File: config.mk
export PLATFORM = sky130hd
export DESIGN_NAME = route_dispatcher_flat
export DESIGN_NICKNAME = d
export VERILOG_FILES = /design/src/rtl/route_dispatcher_if.sv /design/src/rtl/route_dispatcher.sv /design/src/flat_wrapper.sv
export SDC_FILE = /design/constraint.sdc
export NUM_CORES = 1
export LEC_CHECK = 0
export BUFFER_PORTS_ARGS = -buffer_cell sky130_fd_sc_hd__buf_4
export CORE_AREA = 2 2 121 123
export DETAILED_ROUTE_END_ITERATION = 12
export DIE_AREA = 0 0 123 125
export PLACE_DENSITY = 0.72
export SLEW_MARGIN = 20
export SYNTH_ARGS = -nofsm -noshare
export SYNTH_HDL_FRONTEND = slang
export SYNTH_SLANG_ARGS = --single-unit
File: constraint.sdc
create_clock -name clk -period 2.7 [get_ports clk]
set_input_delay 0.54 -clock clk [delete_from_list [all_inputs] [get_ports clk]]
set_output_delay 0.54 -clock clk [all_outputs]
set_load 0.01 [all_outputs]
File: src/rtl/route_dispatcher_if.sv
// Bus bundle between the receiver queue, the route dispatcher and the three
// downstream consumers (left link, right link, local port).
interface route_dispatcher_if #(
    parameter int width = 32
);
    logic             wr_en;
    logic [1:0]       src;
    logic [width-1:0] in_msg;
    logic [width-1:0] out_msg;
    logic             out_valid_l;
    logic             out_valid_r;
    logic             out_valid_s;
    logic             ready_l;
    logic             ready_r;
    logic             ready_s;
    logic             full;
    logic             overflow;
    logic             drop;

    // Dispatcher side
    modport slave (
        input  wr_en, src, in_msg, ready_l, ready_r, ready_s,
        output out_msg, out_valid_l, out_valid_r, out_valid_s,
        output full, overflow, drop
    );

    // Environment side: receiver plus consumers
    modport master (
        output wr_en, src, in_msg, ready_l, ready_r, ready_s,
        input  out_msg, out_valid_l, out_valid_r, out_valid_s,
        input  full, overflow, drop
    );
endinterface

File: src/rtl/route_dispatcher.sv
// Route dispatcher: buffers {src, msg} from the receiver in a small FIFO and
// forwards each head message to the left, right or local port over
// valid/ready, decrementing TTL on forwarded hops and dropping expired or
// reserved-source messages.
// Optional: define ROUTE_DISPATCH_STATS_EN to add saturating drop/overflow
// counters (drop_cnt, ovf_cnt).
//
// state | meaning
// ------+-----------------------------------------------------------
// IDLE  | output stage empty; pops and decodes head when FIFO non-empty
// HOLD  | out_msg and one out_valid_* held until the selected ready
module route_dispatcher #(
    parameter int         width   = 32,
    parameter logic [3:0] NODE_ID = 4'd0,
    parameter int         DEPTH   = 4
) (
    input  logic           clk,
    input  logic           reset,
    route_dispatcher_if.slave bus
`ifdef ROUTE_DISPATCH_STATS_EN
    ,
    output logic [15:0]    drop_cnt,
    output logic [15:0]    ovf_cnt
`endif
);

    localparam int          AW        = $clog2(DEPTH);
    localparam logic [AW:0] DEPTH_CNT = (AW+1)'(DEPTH);

    typedef enum logic {IDLE, HOLD} state_t;

    logic [width+1:0] mem [DEPTH];
    logic [AW-1:0]    wr_ptr;
    logic [AW-1:0]    rd_ptr;
    logic [AW:0]      count;
    logic             fifo_full;
    logic             fifo_empty;
    logic             push;
    logic             pop;

    state_t           state_q, state_n;
    logic [width-1:0] out_msg_q, out_msg_n;
    logic             valid_l_q, valid_l_n;
    logic             valid_r_q, valid_r_n;
    logic             valid_s_q, valid_s_n;
    logic             drop_q, drop_n;
    logic             ovf_q;

    logic [1:0]       head_src;
    logic [width-1:0] head_msg;
    logic [width-1:0] fwd_msg;
    logic [3:0]       head_dest;
    logic [3:0]       head_ttl;
    logic             accept;
    logic             take;

    assign fifo_full  = (count == DEPTH_CNT);
    assign fifo_empty = (count == '0);
    // Full is judged on the registered count, so a pop in the same cycle
    // does not make room for a write.
    assign push       = bus.wr_en && !fifo_full;

    assign {head_src, head_msg} = mem[rd_ptr];
    assign head_dest = head_msg[width-1 -: 4];
    assign head_ttl  = head_msg[width-5 -: 4];

    assign accept = (valid_l_q && bus.ready_l) ||
                    (valid_r_q && bus.ready_r) ||
                    (valid_s_q && bus.ready_s);

    // Forwarded copy of the head with the TTL field reduced by one hop
    always_comb begin
        fwd_msg = head_msg;
        fwd_msg[width-5 -: 4] = head_ttl - 4'd1;
    end

    // FIFO storage; contents are don't-care while count says empty
    always_ff @(posedge clk) begin
        if (push) begin
            mem[wr_ptr] <= {bus.src, bus.in_msg};
        end
    end

    // FIFO pointers and occupancy
    always_ff @(posedge clk or posedge reset) begin
        if (reset) begin
            wr_ptr <= '0;
            rd_ptr <= '0;
            count  <= '0;
        end else begin
            if (push) wr_ptr <= wr_ptr + AW'(1);
            if (pop)  rd_ptr <= rd_ptr + AW'(1);
            case ({push, pop})
                2'b10:   count <= count + (AW+1)'(1);
                2'b01:   count <= count - (AW+1)'(1);
                default: count <= count;
            endcase
        end
    end

    // Output-stage state and registered outputs
    always_ff @(posedge clk or posedge reset) begin
        if (reset) begin
            state_q   <= IDLE;
            out_msg_q <= '0;
            valid_l_q <= 1'b0;
            valid_r_q <= 1'b0;
            valid_s_q <= 1'b0;
            drop_q    <= 1'b0;
            ovf_q     <= 1'b0;
        end else begin
            state_q   <= state_n;
            out_msg_q <= out_msg_n;
            valid_l_q <= valid_l_n;
            valid_r_q <= valid_r_n;
            valid_s_q <= valid_s_n;
            drop_q    <= drop_n;
            ovf_q     <= bus.wr_en && fifo_full;
        end
    end

    // Next state: pop when the output stage is free (or freed this edge)
    // and route the head by source, destination and TTL
    always_comb begin
        state_n   = state_q;
        out_msg_n = out_msg_q;
        valid_l_n = valid_l_q;
        valid_r_n = valid_r_q;
        valid_s_n = valid_s_q;
        drop_n    = 1'b0;
        take      = 1'b0;
        pop       = 1'b0;

        case (state_q)
            IDLE: begin
                take = !fifo_empty;
            end
            HOLD: begin
                if (accept) begin
                    valid_l_n = 1'b0;
                    valid_r_n = 1'b0;
                    valid_s_n = 1'b0;
                    state_n   = IDLE;
                    take      = !fifo_empty;
                end
            end
            default: state_n = IDLE;
        endcase

        if (take) begin
            pop = 1'b1;
            if (head_src == 2'b11) begin
                drop_n  = 1'b1;
                state_n = IDLE;
            end else if (head_dest == NODE_ID) begin
                out_msg_n = head_msg;
                valid_s_n = 1'b1;
                state_n   = HOLD;
            end else if (head_ttl == 4'd0) begin
                drop_n  = 1'b1;
                state_n = IDLE;
            end else if (head_dest > NODE_ID) begin
                out_msg_n = fwd_msg;
                valid_r_n = 1'b1;
                state_n   = HOLD;
            end else begin
                out_msg_n = fwd_msg;
                valid_l_n = 1'b1;
                state_n   = HOLD;
            end
        end
    end

    assign bus.out_msg     = out_msg_q;
    assign bus.out_valid_l = valid_l_q;
    assign bus.out_valid_r = valid_r_q;
    assign bus.out_valid_s = valid_s_q;
    assign bus.full        = fifo_full;
    assign bus.overflow    = ovf_q;
    assign bus.drop        = drop_q;

`ifdef ROUTE_DISPATCH_STATS_EN
    // Saturating event counters driven by the registered pulses
    always_ff @(posedge clk or posedge reset) begin
        if (reset) begin
            drop_cnt <= '0;
            ovf_cnt  <= '0;
        end else begin
            if (drop_q && drop_cnt != 16'hFFFF) drop_cnt <= drop_cnt + 16'd1;
            if (ovf_q && ovf_cnt != 16'hFFFF)   ovf_cnt  <= ovf_cnt + 16'd1;
        end
    end
`endif

endmodule

File: src/flat_wrapper.sv
// flat-port wrapper written by rule: the top's interface ports become plain ports
module route_dispatcher_flat 
#(
    parameter int         width   = 32,
    parameter logic [3:0] NODE_ID = 4'd0,
    parameter int         DEPTH   = 4
)
  (clk, reset, bus_wr_en, bus_src, bus_in_msg, bus_ready_l, bus_ready_r, bus_ready_s, bus_out_msg, bus_out_valid_l, bus_out_valid_r, bus_out_valid_s, bus_full, bus_overflow, bus_drop);
  route_dispatcher_if #(.width(width)) bus_i ();
  input  logic clk;
  input  logic reset;
  input wire logic [$bits(bus_i.wr_en)-1:0] bus_wr_en;
  input wire logic [$bits(bus_i.src)-1:0] bus_src;
  input wire logic [$bits(bus_i.in_msg)-1:0] bus_in_msg;
  input wire logic [$bits(bus_i.ready_l)-1:0] bus_ready_l;
  input wire logic [$bits(bus_i.ready_r)-1:0] bus_ready_r;
  input wire logic [$bits(bus_i.ready_s)-1:0] bus_ready_s;
  output wire logic [$bits(bus_i.out_msg)-1:0] bus_out_msg;
  output wire logic [$bits(bus_i.out_valid_l)-1:0] bus_out_valid_l;
  output wire logic [$bits(bus_i.out_valid_r)-1:0] bus_out_valid_r;
  output wire logic [$bits(bus_i.out_valid_s)-1:0] bus_out_valid_s;
  output wire logic [$bits(bus_i.full)-1:0] bus_full;
  output wire logic [$bits(bus_i.overflow)-1:0] bus_overflow;
  output wire logic [$bits(bus_i.drop)-1:0] bus_drop;
  assign bus_i.wr_en = bus_wr_en;
  assign bus_i.src = bus_src;
  assign bus_i.in_msg = bus_in_msg;
  assign bus_i.ready_l = bus_ready_l;
  assign bus_i.ready_r = bus_ready_r;
  assign bus_i.ready_s = bus_ready_s;
  assign bus_out_msg = bus_i.out_msg;
  assign bus_out_valid_l = bus_i.out_valid_l;
  assign bus_out_valid_r = bus_i.out_valid_r;
  assign bus_out_valid_s = bus_i.out_valid_s;
  assign bus_full = bus_i.full;
  assign bus_overflow = bus_i.overflow;
  assign bus_drop = bus_i.drop;
  route_dispatcher #(.width(width), .NODE_ID(NODE_ID), .DEPTH(DEPTH)) u_core (.clk(clk), .reset(reset), .bus(bus_i));
endmodule
==> impl_metrics.py <==
metrics = {
    "outcome": {
        "status": "completed",
    },
    "clocking": {
        "clk_path_buf_depth": 2,
        "cts_hold_buf": 0,
        "tritoncts": "built",
        "tritoncts.num_buffers": 17,
        "ctsHtreeMaxLevel": 4,
        "clk_root_buffer_cell": "clkbuf_16",
        "worstSkewPairLatency_ns": 0.42,
        "clk_pin_slew_worst_paths_ns": 0.07,
        "cts_num_sinks": 181,
    },
    "setup_path": {
        "worst-r2r-setup-slack_ns": 0.11,
        "worst_r2r_endpoint": "u_core.bus.out_msg[3]",
        "worstSetupPathType": "flop to flop",
        "cp.required_ns": 3.00,
        "path_max_fanout": 8,
        "crit_top_cell": "buf_4",
        "cp-end-kind": "flop",
        "timing.critical_path.from_type": "flop",
        "crit_path_cells": "buf_4 > buf_4 > mux4_2 > or4_1 > nand2_2 > nand3_4 > buf_12 > mux2_4",
        "critical_path.max_stage_delay_ns": 0.51,
        "critical-path-slowest-cell": "mux4_2",
        "worstRegToRegCells": 8,
        "cp_data_arrival_time_ns": 2.89,
        "worst_r2r_startpoint": "u_core.rd_ptr[0]",
    },
    "yosys": {
        "synth_top_area_cell": "edfxtp_1",
        "yosys.cell_types.count": 34,
        "post_synth_instance_area_um2": 6940,
        "ys_top_cells_by_area": "edfxtp_1 59%, dfrtp_1 16%, mux4_2 11%",
        "postSynthAreaPerCell_um2": 21.1,
        "synthCells": 329,
        "synthesis.yosys.warnings": 0,
        "yosys_register_bits": 181,
        "syn_nets": 376,
        "sequential_share_of_the_synthesized_area": 0.751,
        "yosys.area.top_type_share": 0.589,
    },
    "grt": {
        "grt_pass1_vias": 3555,
        "antenna_found_initial": 0,
        "grt_first_pass_wirelength_um": 19600,
        "grt_remaining_overflow": 0,
        "grt_max_degree": 25,
        "global_route.usage.total": 0.174,
    },
    "timing": {
        "fin_crit_sh": 0.960,
        "final_hold_viol_count": 0,
        "finalCriticalPeriod_ns": 2.59,
        "max_clock_freq_ghz": 0.386,
        "slew_viols_final": 0,
        "slew-limit-headroom": 0.548,
        "worst_clock_skew_ns": 0.00848,
        "tightestPinTransition_ns": 0.678,
        "fin_hold_ws_ns": 0.0482,
        "fin_tns_setup_ns": 0,
        "setup_viol": 0,
    },
    "run": {
        "cap_violations": 0,
    },
    "routing": {
        "detail_route.iter0.violations": 174,
        "postRouteWirelength_um": 12400,
        "wl_per_cell_um": 19.4,
        "vias_after_detailed_routing": 3340,
        "post_drt_via_cell_ratio": 5.24,
        "drt-pass1-iter-count": 4,
        "detail_route.drc_violations": 0,
        "post_route_antenna_net_violation_count": 0,
    },
    "floorplanning": {
        "placement_rows": 44,
        "io_pins": 78,
        "initial_core_util": 0.488,
        "design.core.area_um2": 14200,
        "dieHeight_um": 125,
        "area_of_the_die_um2": 15400,
        "chipWidth_um": 123,
    },
    "placed_design": {
        "gpl.final_weighted_congestion": 0.772,
        "dpl.cell_count": 599,
        "port_buffers": 77,
        "place_hpwl_um": 7980,
    },
    "pwr": {
        "cellLeakagePower_nw": 3.32,
        "total_power_mw": 10.7,
        "cellPowerDensity_nw_per_um2": 1240,
        "vdd_drop_max_mv": 0.580,
    },
    "cells_and_area": {
        "layout-drive-gt1-share": 0.459,
        "fillers": 1031,
        "post_route_insts_no_fill": 637,
        "nets": 487,
        "num_antenna_cells": 0,
        "synthToLayoutAreaGrowth_pct": 23.7,
    },
    "worst_hold_path": {
        "worst_hold_path_type": "primary input to async pin",
    },
}
## layout make-up
type / count / area (µm²) / share of cell area
Clock buffer: 20 / 500 / 0.0584
Clock inverter: 12 / 135 / 0.0158
Inverter: 13 / 48.8 / 0.00569
Multi-Input combinational cell: 123 / 1610 / 0.188
Sequential cell: 181 / 5210 / 0.608
Tap cell: 184 / 230 / 0.0268
Timing Repair Buffer: 104 / 841 / 0.0980
## cell families (layout without fill, tap and decap cells)
family	Yosys count	in the layout	synth area share
simple gates	33	33	0.0244
flops	181	181	0.751
mux	63	63	0.170
xor+xnor	7	7	0.00884
fa+ha+maj	7	7	0.0137
buf+inv	25	149	0.0182
compound gates	13	13	0.0139
## repair_timing
action                     4_1_cts  5_1_grt
resized for setup                0        1
setup endpoints to repair        0       24
setup buffers                    0        6
## worst max-delay path: cells and delay by family (launching register included)
family / cells / cell delay, ns
buf+inv: 3 / 0.48
flops: 1 / 0.40
mux: 2 / 0.81
simple gates: 3 / 0.77
## cell usage in the layout, fill, tap and decap left out, drive strengths merged
cell type,Yosys,layout
a21boi,1,1
a21oi,3,3
a222oi,1,1
a22o,1,1
a2bb2oi,3,3
and2,1,1
and3,5,5
buf,9,104
bufinv,0,2
clkbuf,3,20
clkinv,0,4
clkinvlp,0,2
dfrtp,45,45
edfxtp,136,136
fa,1,1
ha,6,6
inv,13,17
mux2,29,29
mux2i,1,1
mux4,33,33
nand2,13,13
nand2b,1,1
nand3,2,2
nor2,6,6
nor2b,1,1
nor3,3,3
o21a,2,2
o21ai,1,1
o22a,1,1
or4,1,1
xnor2,4,4
xor2,3,3
## routing by layer
| metal | track usage | up-vias | routed length (µm) |
|---|---|---|---|
| met5 | 0 | - | 0 |
| met1 | 0.240 | 1728 | 5410 |
| met2 | 0.274 | 86 | 6180 |
| li1 | - | 1517 | - |
| met4 | 0.0461 | 0 | 112 |
| met3 | 0.0516 | 9 | 645 |
## power by group
group	internal, mW	switching [mW]
combinational	2.21	1.68
clock	1.54	1.05
sequential	3.82	0.375
total	7.58	3.10
## how the worst max path moves through the flow
stage / start / endpoint / slack (ns) / cells past startpoint
after floorplan: u_core.rd_ptr[1] / u_core.bus.out_msg[0] / 0.03 / 11
after global placement: u_core.rd_ptr[0] / u_core.bus.out_msg[20] / 0.09 / 6
after detailed placement: u_core.rd_ptr[0] / u_core.bus.out_msg[19] / 0.05 / 9
after CTS: u_core.rd_ptr[0] / u_core.bus.out_msg[3] / 0.04 / 9
after global routing: u_core.rd_ptr[0] / u_core.bus.out_msg[3] / -0.002 / 10
final: u_core.rd_ptr[0] / u_core.bus.out_msg[3] / 0.11 / 8
## cell usage after synthesis
master,instances
xor2_1,3
buf_2,2
or4_1,1
nand3_1,1
buf_6,4
mux2_2,3
buf_1,3
a21oi_1,3
a2bb2oi_1,3
nand2_2,1
mux4_2,33
a21boi_0,1
nor2b_1,1
o22a_1,1
nand2b_1,1
and3_1,5
and2_1,1
clkbuf_1,3
o21a_1,2
nand3_4,1
mux2_4,26
nor2_1,6
inv_1,13
fa_1,1
ha_1,6
dfrtp_1,45
xnor2_1,4
o21ai_0,1
mux2i_1,1
edfxtp_1,136
a22o_1,1
a222oi_1,1
nand2_1,12
nor3_1,3
## sequential cells by signal, indices dropped and copies added (netlist names)
signal	flops
u_core.rd_ptr	2
u_core.bus.drop	1
u_core.mem	136
u_core.bus.out_msg	32
u_core.bus.out_valid_s	1
u_core.count	3
u_core.bus.out_valid_r	1
u_core.wr_ptr	2
u_core.bus.out_valid_l	1
u_core.bus.overflow	1
u_core.state_q	1
## stage by stage
stage	utilization	setup WS [ns]	instance area (µm²)
6_report	0.604	0.108	8580
4_1_cts	0.601	0.0442	8530
5_1_grt	0.604	-0.00176	8580
3_3_place_gp	0.556	0.0902	7890
3_5_place_dp	0.556	0.0526	7890
2_1_floorplan	-	0.0311	6940
Note: power is estimated with default switching activity, not from simulation.
